[config.mk]
export PLATFORM = sky130hd
export DESIGN_NAME = fft_tx_sequencer
export DESIGN_NICKNAME = d
export VERILOG_FILES = /design/src/rtl/fft_tx_sequencer.sv
export SDC_FILE = /design/constraint.sdc
export NUM_CORES = 1
export LEC_CHECK = 0
export CORE_MARGIN = 2
export CORE_UTILIZATION = 29
export CTS_BUF_LIST = sky130_fd_sc_hd__clkbuf_16
export CTS_CLUSTER_SIZE = 12
export DETAILED_ROUTE_END_ITERATION = 7
export GPL_ROUTABILITY_DRIVEN = 0
export HOLD_SLACK_MARGIN = 0.1
export SETUP_SLACK_MARGIN = 0.4
export SKIP_LAST_GASP = 1
export SLEW_MARGIN = 15
export SYNTH_ARGS = -nofsm -noshare
export SYNTH_HDL_FRONTEND = slang
export SYNTH_SLANG_ARGS = --single-unit
[constraint.sdc]
create_clock -name i_clk -period 25.1 [get_ports i_clk]
set_input_delay 3.765 -clock i_clk [delete_from_list [all_inputs] [get_ports i_clk]]
set_output_delay 3.765 -clock i_clk [all_outputs]
set_load 0.05 [all_outputs]
[src/rtl/fft_tx_sequencer.sv]
// Frames one snapshot of FFT real-part results into a UART packet:
// header, payload bytes (word 0 first, low byte first), then the XOR checksum.
module fft_tx_sequencer #(
   parameter int FFT_SIZE    = 16,
   parameter int WORD_SIZE   = 16,
   parameter int DATA_LENGTH = 8,
   parameter logic [DATA_LENGTH-1:0] HEADER = 8'hA5
) (
   input  logic                          i_clk,
   input  logic                          i_rst,
   input  logic                          i_results_valid,
   input  logic [FFT_SIZE*WORD_SIZE-1:0] i_results,
   input  logic                          i_tx_done,
   output logic                          o_tx_start,
   output logic [DATA_LENGTH-1:0]        o_tx_byte,
   output logic                          o_busy,
   output logic                          o_frame_done,
   output logic                          o_overrun
);

   localparam int NBYTES = 2 * FFT_SIZE;
   localparam int IDX_W  = $clog2(NBYTES + 2);
   localparam int PAY_W  = $clog2(NBYTES);
   localparam logic [IDX_W-1:0] LAST_IDX = IDX_W'(NBYTES + 1);

   typedef enum logic [1:0] {
      S_IDLE,
      S_SEND,
      S_WAIT,
      S_DONE
   } state_t;

   state_t                        state;
   state_t                        state_nx;
   logic [IDX_W-1:0]              idx;
   logic [DATA_LENGTH-1:0]        csum;
   logic [DATA_LENGTH-1:0]        tx_byte;
   logic [FFT_SIZE*WORD_SIZE-1:0] snap;
   logic                          overrun;
   logic                          accept;
   logic                          advance;

   // Payload byte p (p = n-1) sits at bits [p*DATA_LENGTH +: DATA_LENGTH] of the
   // snapshot because words are two bytes with the low byte at the lower address.
   function automatic logic [DATA_LENGTH-1:0] frame_byte(
      input logic [IDX_W-1:0]              n,
      input logic [FFT_SIZE*WORD_SIZE-1:0] s,
      input logic [DATA_LENGTH-1:0]        c
   );
      logic [IDX_W-1:0] p;
      logic [PAY_W-1:0] pi;
      p  = n - 1'b1;
      pi = p[PAY_W-1:0];
      if (n == '0)
         return HEADER;
      else if (n == LAST_IDX)
         return c;
      else
         return s[pi*DATA_LENGTH +: DATA_LENGTH];
   endfunction

   always_comb begin
      state_nx = state;
      accept   = 1'b0;
      advance  = 1'b0;
      case (state)
         S_IDLE: begin
            if (i_results_valid) begin
               accept   = 1'b1;
               state_nx = S_SEND;
            end
         end
         S_SEND: state_nx = S_WAIT;
         S_WAIT: begin
            if (i_tx_done) begin
               if (idx == LAST_IDX) begin
                  state_nx = S_DONE;
               end else begin
                  advance  = 1'b1;
                  state_nx = S_SEND;
               end
            end
         end
         S_DONE:  state_nx = S_IDLE;
         default: state_nx = S_IDLE;
      endcase
   end

   // Control and the registered byte output; the checksum folds each payload
   // byte during its SEND cycle, so it is complete before the checksum byte loads.
   always_ff @(posedge i_clk) begin
      if (!i_rst) begin
         state   <= S_IDLE;
         idx     <= '0;
         csum    <= '0;
         tx_byte <= '0;
         overrun <= 1'b0;
      end else begin
         state   <= state_nx;
         overrun <= i_results_valid && (state != S_IDLE);
         if (accept) begin
            idx     <= '0;
            csum    <= '0;
            tx_byte <= HEADER;
         end else if (advance) begin
            idx     <= idx + 1'b1;
            tx_byte <= frame_byte(idx + 1'b1, snap, csum);
         end else if (state == S_SEND && idx != '0 && idx != LAST_IDX) begin
            csum <= csum ^ tx_byte;
         end
      end
   end

   always_ff @(posedge i_clk) begin
      if (accept && i_rst)
         snap <= i_results;
   end

   assign o_tx_start   = (state == S_SEND);
   assign o_tx_byte    = tx_byte;
   assign o_busy       = (state != S_IDLE);
   assign o_frame_done = (state == S_DONE);
   assign o_overrun    = overrun;

endmodule

==> flow_summary_export.csv <==
group,metric,value,unit
logic_synthesis,synth-seq-cells,281,
critical_path,cp_top_family,"buffers and inverters",
power,power.density,71.4,nW/um^2
grt,grt_max_degree,86,
grt,grt_pass1_vias,6386,
timing,fmax,0.148,GHz
logic_synthesis,synth.avg_cell_area,21.0,sq um
logic_synthesis,synth_nets,786,
power,p_clk_share,43.2,%
logic_synthesis,synth-edff-count,256,
grt,grt_antenna_before_repair,3,
route,drt-initial-drc-count,334,
clocking,htreeDepth,2,
power,finalPower,1100,uW
grt,overflow,0,
floorplan,dieWidth,198,microns
critical_path,crit_slowest_cell,"buf_4",
logic_synthesis,ys_async_sr_fraction,0,%
logic_synthesis,synth_cells,523,
clocking,cts_buffers,34,
timing,setup_violations,0,
critical_path,critical-path-max-stage-delay,0.94,ns
critical_path,critPathCaptureType,"flip-flop",
run,drv_cap,0,
power,power_frac_comb,7.4,%
floorplan,ios,272,
cells_and_area,syn_to_final_growth,40.3,%
logic_synthesis,synth_top_area_share,70.1,%
critical_path,crit_type,"in -> reg",
critical_path,path_buf_inv,3,
placed_design,dp_hpwl,18200,microns
timing,report.final.slew_viol_count,0,
power,p_int,872,uW
power,p_leak,0.00504,uW
route,wl,26400,microns
floorplan,rows,71,
route,first_pass_iters,4,
route,wl_per_cell,19.6,microns
floorplan,dieArea,39400,sq um
clocking,clk_pin_slew,0.06,ns
power,seq_power_share,49.3,%
route,via_count,5944,
timing,finalWorstSetupSlack,18.34,ns
timing,worst_pin_slew,1.08,ns
timing,max-slew-margin-rel,27.9,%
cells_and_area,nets,1075,
logic_synthesis,synth_area,11000,sq um
timing,finalHoldViolCount,0,
run_status,status,"finished clean",
clocking,cts_setup_buffers,0,
critical_path,r2r_cells,8,
placed_design,dpl_worst_slack,17.78,ns
critical_path,critPathArrivalTime,6.91,ns
route,ant_nets,0,
placed_design,io_buffers,271,
cells_and_area,drive_gt1_share,17.0,%
timing,fin_setup_tns,0,ns
critical_path,crit_required,25.25,ns
cells_and_area,layout_commonest_cell,"clkdlybuf4s50_1",
power,p_sw_share,20.6,%
clocking,clkLatencyLatePin,0.53,ns
logic_synthesis,yosys_warnings,0,
critical_path,crit_cells,5,
clocking,root_buffer,"clkbuf_16",
cells_and_area,layout_common_cells,"271 x clkdlybuf4s50_1, 256 x edfxtp_1, 76 x mux4_2",
logic_synthesis,yosys-top-cells-area,"edfxtp_1 70%, mux4_2 16%, dfxtp_1 4.6%, xor2_1 0.96%, mux2i_1 0.73%",
timing,period_minus_slack,6.76,ns
clocking,clockBufferDepth,3,
cells_and_area,utilization,41.0,%
critical_path,path_cells,"clkdlybuf4s50_1 -> nand2_1 -> nor2_4 -> buf_4 -> buf_4",
worst_hold_path,hold_class,"reg -> reg",
floorplan,die_h,198,microns
clocking,clock-sinks,281,
clocking,cts_tree,"built",
clocking,post_cts_resized,0,
critical_path,cp_max_fo,85,
logic_synthesis,synth_ff_type,"edfxtp_1",
grt,grt_util_all_layers,13.5,%
floorplan,start_util,29.3,%
grt,grt_pass1_wl,38600,microns
power,vdd_ir_drop_max,0.0365,mV
critical_path,path_common_cell,"buf_4",
critical_path,crit_path_start_kind,"input pin",
logic_synthesis,synth_top_area_cell,"edfxtp_1",
timing,finalCritPeriodShare,26.9,%
route,drc_errors,0,
timing,skew,0.0167,ns
worst_hold_path,whs_path_depth,1,
timing,whs,0.488,ns
clocking,cts_hold_buf,0,
logic_synthesis,ys_seq_area_share,74.7,%
route,viasPerCell,4.40,
power,switchingPower,227,uW
timing,rsz0062_at_grt,"false",
floorplan,core-area,37500,sq um
logic_synthesis,netlist-cell-type-count,46,
## layer usage
layer | global-route usage [%] | part of all wire [%]
met4 | 6.38 | 2.7
met1 | 16.6 | 41
met5 | 0 | 0.10
met3 | 3.26 | 5.4
met2 | 22.5 | 50
## logic make-up after synthesis
| group | after synthesis | synth area share [%] |
|---|---|---|
| AOI/OAI and AO/OA | 38 | 2.49 |
| adders and majority gates | 3 | 0.342 |
| and+or+nand+nor | 68 | 3.03 |
| muxes | 87 | 16.9 |
| xor gates and xnor gates | 14 | 1.12 |
| DFF | 281 | 74.7 |
| buffers and inverters | 32 | 1.44 |
## state kept, by name, indices dropped and copies added, names as in the netlist
signal,cells
csum,8
idx,6
o_overrun,1
o_tx_byte,8
snap,256
state,2
## per-stage QoR
step,instance area (sq um),std cells
2_1_floorplan,11000,523
3_3_place_gp,14300,1287
3_5_place_dp,14300,1287
4_1_cts,15400,1348
5_1_grt,15400,1349
6_report,15400,1351
## cell usage after synthesis (all sizes together) (2+ instances only)
master	n
nand3	4
a21o	3
a211oi	3
o41ai	2
dfxtp	25
mux4	78
xor2	12
mux2i	8
xnor2	2
ha	3
o21ai	6
buf	16
inv	7
o21a	5
nor2	21
nand2	21
nor2b	4
edfxtp	256
or3	3
nand4	2
clkbuf	9
a21oi	10
and2	4
o221ai	4
## layout make-up
class / instances / area [sq um]
fill: 3398 / 22100
sequential: 281 / 8190
timing repair buffer: 278 / 2770
multi-input combinational: 210 / 2660
clock buffer: 35 / 876
tap: 511 / 639
clock inverter: 26 / 221
inverter: 7 / 26.3
antenna: 3 / 7.51
## final timing paths
path / start / endpoint / slack, ns
hold reg to reg: o_tx_byte[3] / o_tx_byte[3] / 0.49
hold / removal: o_tx_byte[3] / o_tx_byte[3] / 0.49
setup reg to reg: idx[0] / o_tx_byte[6] / 21.00
setup / recovery: i_rst / snap[230] / 18.34
## worst reg2reg max path: cells and delay by family (launching register included)
kind                     cells  cell delay, ns
adder cells (fa/ha/maj)      1            0.72
flip-flops                   1            0.68
buffers and inverters        2            0.94
AO/OA/AOI/OAI                2            0.27
multiplexers                 3            1.38
## power groups by stage
stage | sequential, uW | clock (uW) | combinational [uW]
after global placement | 551 | 0 | 82.6
after global routing | 544 | 509 | 87.8
after floorplan | 561 | 0 | 27.5
final | 542 | 475 | 81.9
after detailed placement | 552 | 0 | 83.2
after CTS | 542 | 493 | 83.4
Note: power is estimated with default switching activity, not from simulation.
